## src/rtl/fetch_sequencer_pkg.sv

```systemverilog
// Core-wide definitions shared by the fetch sequencer, decoder and datapath:
// opcodes, instruction field positions and the fetch FSM encoding.
package fetch_sequencer_pkg;

  localparam int unsigned InstrW = 16;

  localparam logic [3:0] OpRtype = 4'h0;
  localparam logic [3:0] OpAddi  = 4'h1;
  localparam logic [3:0] OpAndi  = 4'h2;
  localparam logic [3:0] OpOri   = 4'h3;
  localparam logic [3:0] OpNori  = 4'h4;
  localparam logic [3:0] OpBeq   = 4'h5;
  localparam logic [3:0] OpBne   = 4'h6;
  localparam logic [3:0] OpSlti  = 4'h7;
  localparam logic [3:0] OpLw    = 4'h8;
  localparam logic [3:0] OpSw    = 4'h9;
  localparam logic [3:0] OpHalt  = 4'hF;

  localparam int unsigned OpcodeMsb = 15;
  localparam int unsigned OpcodeLsb = 12;
  localparam int unsigned RsMsb     = 11;
  localparam int unsigned RsLsb     = 9;
  localparam int unsigned RtMsb     = 8;
  localparam int unsigned RtLsb     = 6;
  localparam int unsigned ImmMsb    = 5;
  localparam int unsigned ImmLsb    = 0;

  typedef enum logic [1:0] {
    StIdle   = 2'd0,
    StFetch  = 2'd1,
    StExec   = 2'd2,
    StHalted = 2'd3
  } fetch_state_e;

  function automatic logic [3:0] get_opcode(input logic [InstrW-1:0] word);
    return word[OpcodeMsb:OpcodeLsb];
  endfunction

endpackage

```

## src/rtl/next_pc_calc.sv

```systemverilog
// Combinational next-PC selection: sequential PC+1 or PC+1+sext(imm6) when a
// BEQ/BNE condition holds. All arithmetic wraps modulo 2^PC_W.
module next_pc_calc #(
  parameter int unsigned PC_W = 8
) (
  input  logic [PC_W-1:0] pc,
  input  logic [5:0]      imm6,
  input  logic            branch,
  input  logic            bneq,
  input  logic            alu_zero,
  output logic [PC_W-1:0] next_pc
);

  logic [PC_W-1:0] seq_pc;
  logic [PC_W-1:0] offset;
  logic [PC_W-1:0] tgt_pc;
  logic            take;

  always_comb begin
    seq_pc  = pc + PC_W'(1);
    offset  = PC_W'(signed'(imm6));
    tgt_pc  = seq_pc + offset;
    // Both flags high is illegal upstream; the OR is applied as-is regardless.
    take    = (branch & alu_zero) | (bneq & ~alu_zero);
    next_pc = take ? tgt_pc : seq_pc;
  end

endmodule

```

## src/rtl/fetch_sequencer.sv

```systemverilog
// Instruction fetch / PC sequencing stage: fetches over a req/ack handshake,
// presents each instruction for one EXEC cycle, then picks the next PC.
module fetch_sequencer
  import fetch_sequencer_pkg::*;
#(
  parameter int unsigned     PC_W     = 8,
  parameter logic [PC_W-1:0] RESET_PC = '0
) (
  input  logic              clk,
  input  logic              reset,
  output logic              imem_req,
  output logic [PC_W-1:0]   imem_addr,
  input  logic [InstrW-1:0] imem_rdata,
  input  logic              imem_ack,
  output logic [InstrW-1:0] instr,
  output logic              instr_valid,
  output logic [PC_W-1:0]   pc,
  input  logic              branch,
  input  logic              bneq,
  input  logic              alu_zero,
  output logic              halted
);

  fetch_state_e      state_q, state_d;
  logic [PC_W-1:0]   pc_q, pc_d;
  logic [InstrW-1:0] instr_q, instr_d;
  logic [PC_W-1:0]   next_pc;

  next_pc_calc #(
    .PC_W(PC_W)
  ) u_next_pc_calc (
    .pc      (pc_q),
    .imm6    (instr_q[ImmMsb:ImmLsb]),
    .branch  (branch),
    .bneq    (bneq),
    .alu_zero(alu_zero),
    .next_pc (next_pc)
  );

  always_comb begin
    state_d = state_q;
    pc_d    = pc_q;
    instr_d = instr_q;
    unique case (state_q)
      StIdle: state_d = StFetch;
      StFetch: begin
        if (imem_ack) begin
          instr_d = imem_rdata;
          state_d = StExec;
        end
      end
      StExec: begin
        if (get_opcode(instr_q) == OpHalt) begin
          state_d = StHalted;
        end else begin
          pc_d    = next_pc;
          state_d = StFetch;
        end
      end
      StHalted: state_d = StHalted;
      default:  state_d = StIdle;
    endcase
  end

  always_ff @(posedge clk) begin
    if (reset) begin
      state_q <= StIdle;
      pc_q    <= RESET_PC;
      instr_q <= '0;
    end else begin
      state_q <= state_d;
      pc_q    <= pc_d;
      instr_q <= instr_d;
    end
  end

  // Outputs decode straight from the state register so reset clears them at once.
  assign imem_req    = (state_q == StFetch);
  assign instr_valid = (state_q == StExec);
  assign halted      = (state_q == StHalted);
  assign imem_addr   = pc_q;
  assign pc          = pc_q;
  assign instr       = instr_q;

endmodule

```

## config.mk

```make
export PLATFORM = sky130hd
export DESIGN_NAME = fetch_sequencer
export DESIGN_NICKNAME = d
export VERILOG_FILES = /design/src/rtl/fetch_sequencer_pkg.sv /design/src/rtl/next_pc_calc.sv /design/src/rtl/fetch_sequencer.sv
export SDC_FILE = /design/constraint.sdc
export NUM_CORES = 1
export LEC_CHECK = 0
export ABC_AREA = 0
export CORE_MARGIN = 3
export CORE_UTILIZATION = 48
export CTS_CLUSTER_SIZE = 25
export DETAILED_ROUTE_END_ITERATION = 10
export PLACE_DENSITY = 0.84
export SLEW_MARGIN = 20
export SYNTH_ARGS = -nofsm -noshare
export SYNTH_HDL_FRONTEND = slang
export SYNTH_SLANG_ARGS = --single-unit
```

## constraint.sdc

```tcl
create_clock -name clk -period 4.4 [get_ports clk]
set_input_delay 0.44 -clock clk [delete_from_list [all_inputs] [get_ports clk]]
set_output_delay 0.44 -clock clk [all_outputs]
set_load 0.005 [all_outputs]
```

Word level (Yosys, flattened, before mapping):

Cells that the tools add are included.

* register bits: 26
* output and inout port bits: 35
* word-level logic and storage cells: 22

* add/sub/neg operators: 2
* eq/ne operators: 5
* multiplexer cells: 4
* bitwise operators: 5
* reduce and logical (&&, ||, !) cells: 3

Operators by type and width (count)
* 8-bit by 1-bit adder with 8-bit output (second input constant): 1
* 8-bit adder: 1
* 8-bit 2-to-1 mux: 1
* 2-bit case mux with 4 select lines: 1
* 2-bit == test (second input constant): 2
* 4-bit == test (second input constant): 1
* 2-bit 2-to-1 mux: 2
* 2-bit AND reduction: 2
* 1-bit bitwise AND: 2
* 2-bit by 1-bit == test with 1-bit output (second input constant): 1
* 2-bit logical NOT: 1
* 2-bit by 1-bit inequality test with 1-bit output (second input constant): 1
* 1-bit inverter: 2
* 1-bit bitwise OR: 1

Logic depth before layout (Yosys ltp):

* word-level depth: 4
* mapped depth: 10

Hierarchy:

Synthesis repeated with hierarchy kept, for this count alone.

* cells, all modules: 193
* area, all modules: 1672.9 µm²

By module, submodules not included
* fetch_sequencer: times used 1, cells each 124, area an instance 1112.3 µm²
* next_pc_calc: times used 1, cells each 69, area an instance 560.5 µm²

Worst setup path before layout:

No wires, ideal clock.

* path type: register -> register
* start point: register pc_q[1] (netlist: imem_addr[1])
* end point: register pc_q[7] (netlist: imem_addr[7])
* library setup time: 135 ps
* data arrival time: 2080 ps
* required time: 4265 ps
* slack: 2185 ps
* cell stages (with the launch flop): 10
* buffers on the path: 0
* clock period less this slack: 2215 ps
* cells stage by stage: dfxtp_1 ha_1 nand3_1 xnor2_1 ha_1 nand2_1 o31ai_2 mux2i_1 a211o_1 o2111ai_1

* longest elaborated chain between the ends: 3

Ends and longest elaborated chain
* start, declared: line fetch_sequencer.sv:25 `logic [PC_W-1:0] pc_q, pc_d;`
* start signal, assigned: line fetch_sequencer.sv:72 `pc_q <= pc_d;`
* 8-bit by 1-bit adder with 8-bit output (*): line next_pc_calc.sv:20 `seq_pc = pc + PC_W'(1);`
* 8-bit adder: line next_pc_calc.sv:22 `tgt_pc = seq_pc + offset;`
* 8-bit 2-to-1 mux (*): line next_pc_calc.sv:25 `next_pc = take ? tgt_pc : seq_pc;`

Mark *: on every way between the ends. The rest lies on a longest branch, timed or not.
A chain may end at the register's enable or synchronous reset.

Worst setup path after layout:

* start point: register pc_q[0] (netlist: imem_addr[0])
* end point: register pc_q[6] (netlist: imem_addr[6])

Same word-level chain as after synthesis.

==> flow_summary.json <==
{
  "postSynth.asyncResetShare": 0,
  "yosys_register_bits": 26,
  "port_buffers": 56,
  "worst_skew_pair.late_latency_ns": 0.32,
  "place.gp.congestion": 0.832,
  "multi_input_comb_area_sq_um": 921,
  "floorplan.die.width_um": 63.0,
  "layoutNonFillerInstCount": 285,
  "vdd_drop_max_mv": 0.162,
  "pin_count": 57,
  "final.setup_skew_ns": 0.00741,
  "final_worst_setup_slack_ns": 1.88,
  "clock_pin_slew_of_the_registers_on_the_worst_case_setup_and_hold_paths_ns": 0.15,
  "fin_tns_setup_ns": 0,
  "cts.repair_timing.setup_buffer_count": 0,
  "detail_route.drc_violations": 0,
  "synth_cell_area_sq_um": 1560,
  "final.period_utilization": 0.572,
  "vias_per_cell": 5.26,
  "p_sw_frac": 0.272,
  "synth_sequential_area_ratio": 0.334,
  "min-delay-path-class": "reg2reg",
  "count_of_flip_flops_with_a_built_in_enable_after_synthesis": 0,
  "drv.max_cap_violation_count": 0,
  "share_comb_of_total_power": 0.241,
  "fmaxAchievable_mhz": 397,
  "syn-mean-instance-area_sq_um": 7.87,
  "first_global_vias": 1368,
  "start_kind": "flop",
  "cts_hold_buffers": 0,
  "netlist_top_cells_area": "dfxtp_1, nand2_1, a21oi_1",
  "internal_power_mw": 0.372,
  "grt_pass1_wl_mm": 6.04,
  "dpl.hpwl_mm": 2.64,
  "dieHeight_um": 63.0,
  "cp-end-kind": "flop",
  "grt_busiest_layer": "met2",
  "num_vias": 1499,
  "die_area_sq_um": 3970,
  "rsz_0062_raised_after_global_routing": "false",
  "use_met3": 0.0665,
  "rows": 20,
  "syn-instance-count": 198,
  "result_of_the_run": "finished, final reports clean",
  "crit_path_max_incr_delay_ns": 0.50,
  "ant_diodes": 0,
  "tritoncts": "yes",
  "report.final.slew_viol_count": 0,
  "synth_area_leader_cell": "dfxtp_1",
  "synthesis.yosys.warnings": 0,
  "cts_inserted_buffers": 3,
  "timing_worst_slew_pin_value_ns": 0.977,
  "min_period_ns": 2.52,
  "power.density_nw_per_um2": 243,
  "power.static_leakage_nw": 0.800,
  "critical_path_arrival_ns": 2.69,
  "post_cts_resized": 0,
  "yosys.cell_types.count": 43,
  "relSlewSlack": 0.330,
  "synth_top_flop_cell": "dfxtp_1",
  "antenna_found_initial": 0,
  "final_design_area_no_fill_sq_um": 2100,
  "core_area_sq_um": 3080,
  "synth_top_area_frac": 0.334,
  "detail-route-antenna-nets": 0,
  "cp_slowest_cell": "dfxtp_1",
  "grt_overflow": 0,
  "drt_first_pass_iters": 4,
  "cts_root_buffer": "clkbuf_4",
  "fin_hold_ws_ns": 0.464,
  "route.final.wire_length_mm": 3.58,
  "setup.worst_path.class": "reg2reg",
  "place_ws_ns": 1.96,
  "final-seq-area_sq_um": 520,
  "post_route_cells_drive_above_1_share": 0.0373,
  "drtIter0Drc": 89,
  "synth.net_count": 230,
  "net_load_switching_power_mw": 0.139,
  "final_hold_violations": 0,
  "cp_cell_sequence": "ha_1 -> nand3_1 -> xnor2_1 -> ha_1 -> a21oi_1 -> o21ai_0 -> a21oi_1 -> mux2i_1 -> a31oi_1",
  "path_max_fanout": 5,
  "synthToLayoutAreaGrowth_pct": 35.0,
  "grt_max_degree": 28,
  "grt_util_all_layers": 0.185,
  "worst-endpoint-required_ns": 4.58,
  "globalRouteMet2Util": 0.279,
  "regToRegSetupSlack_ns": 1.88,
  "fillerInstances": 263,
  "groute.layer.met1.usage": 0.245,
  "clock_path_buffers": 2,
  "start_util": 0.507,
  "ctsHtreeMaxLevel": 1,
  "clockPowerShare": 0.243,
  "number_of_nets_in_the_final_layout": 274,
  "share_of_total_power_in_sequential_cells": 0.516,
  "setup_viol_count_final": 0,
  "cts_num_sinks": 26,
  "placement.cell_area_sq_um": 2070,
  "average_routed_wire_per_standard_cell_um": 12.6,
  "post-place-cells": 281
}
## Yosys cell counts, types with 2 or more instances
library cell,count
xnor2_1,3
nand3b_1,3
a211oi_1,4
buf_2,4
dfxtp_1,26
a311oi_1,2
nand2_1,48
o21ai_0,7
mux2i_1,3
and2_1,2
inv_1,3
buf_4,8
a21oi_1,24
and3_1,2
xor2_1,5
clkbuf_1,4
nand3_1,4
nor2_1,9
ha_1,9
nor3_1,5
## cell type report
type                    count  area share
multi-input cells         152       0.438
inverters                   3     0.00535
well taps                  44      0.0262
clock buffers               4      0.0172
repair buffers             56       0.266
flip-flops and latches     26       0.247
## power groups by stage
| stage | Clock, mW | Sequential [mW] | Combinational [mW] |
|---|---|---|---|
| after floorplan | 0 | 0.268 | 0.0639 |
| after global routing | 0.134 | 0.266 | 0.135 |
| after global placement | 0 | 0.269 | 0.121 |
| final | 0.124 | 0.264 | 0.123 |
| after detailed placement | 0 | 0.269 | 0.123 |
| after CTS | 0.126 | 0.264 | 0.124 |
## worst max-delay path, delay by kind of cell (launching register included)
family / cells / cell delay, ns
fa+ha+maj: 2 / 0.61
mux: 1 / 0.21
xor+xnor: 1 / 0.24
simple gates: 1 / 0.12
compound gates: 4 / 0.70
flops: 1 / 0.50
## per-layer routing
metal | part of all wire | vias up
met5 | 0 | -
met1 | 0.48 | 668
met3 | 0.080 | 4
li1 | - | 769
met4 | 0.0098 | 0
met2 | 0.43 | 58
## state kept, by name, summed over array words and instances (netlist names)
register and count:
instr 16, state_q 2, imem_addr 8
## worst paths after layout
path | start | to | depth (start not counted)
setup reg to reg | imem_addr[0]$_SDFFE_PP0P_ | imem_addr[6]$_SDFFE_PP0P_ | 9
hold / removal | instr[8]$_SDFFE_PP0P_ | instr[8]$_SDFFE_PP0P_ | 2
hold reg to reg | instr[8]$_SDFFE_PP0P_ | instr[8]$_SDFFE_PP0P_ | 2
setup / recovery | imem_addr[0]$_SDFFE_PP0P_ | imem_addr[6]$_SDFFE_PP0P_ | 9
## kinds of logic (layout without fill, tap and decap cells)
group | Yosys count | count (layout) | synth area share
AND/OR/NAND/NOR | 83 | 83 | 0.252
AO/OA/AOI/OAI | 47 | 47 | 0.182
flip-flops | 26 | 26 | 0.334
buffers and inverters | 20 | 63 | 0.0754
adder cells (fa/ha/maj) | 10 | 10 | 0.0851
XOR/XNOR | 8 | 8 | 0.0449
multiplexers | 4 | 4 | 0.0265
## metrics by stage
step / power [mW] / util
floorplan: 0.332 / -
global placement: 0.390 / 0.672
detailed placement: 0.392 / 0.672
CTS: 0.514 / 0.684
global route: 0.536 / 0.684
finish: 0.511 / 0.684
## cell usage in the layout, fill, tap and decap left out, types with 3 or more instances in the layout
cell type and instances:
nand3b_1 3, nand3_1 4, nor2_1 9, ha_1 9, nand2_1 48, inv_1 3
mux2i_1 3, clkbuf_4 3, xnor2_1 3, clkdlybuf4s50_1 56, xor2_1 5, nor3_1 5
o21ai_0 7, a21oi_1 24, a211oi_1 4, dfxtp_1 26
No activity file was read; power rests on OpenSTA's default activity.
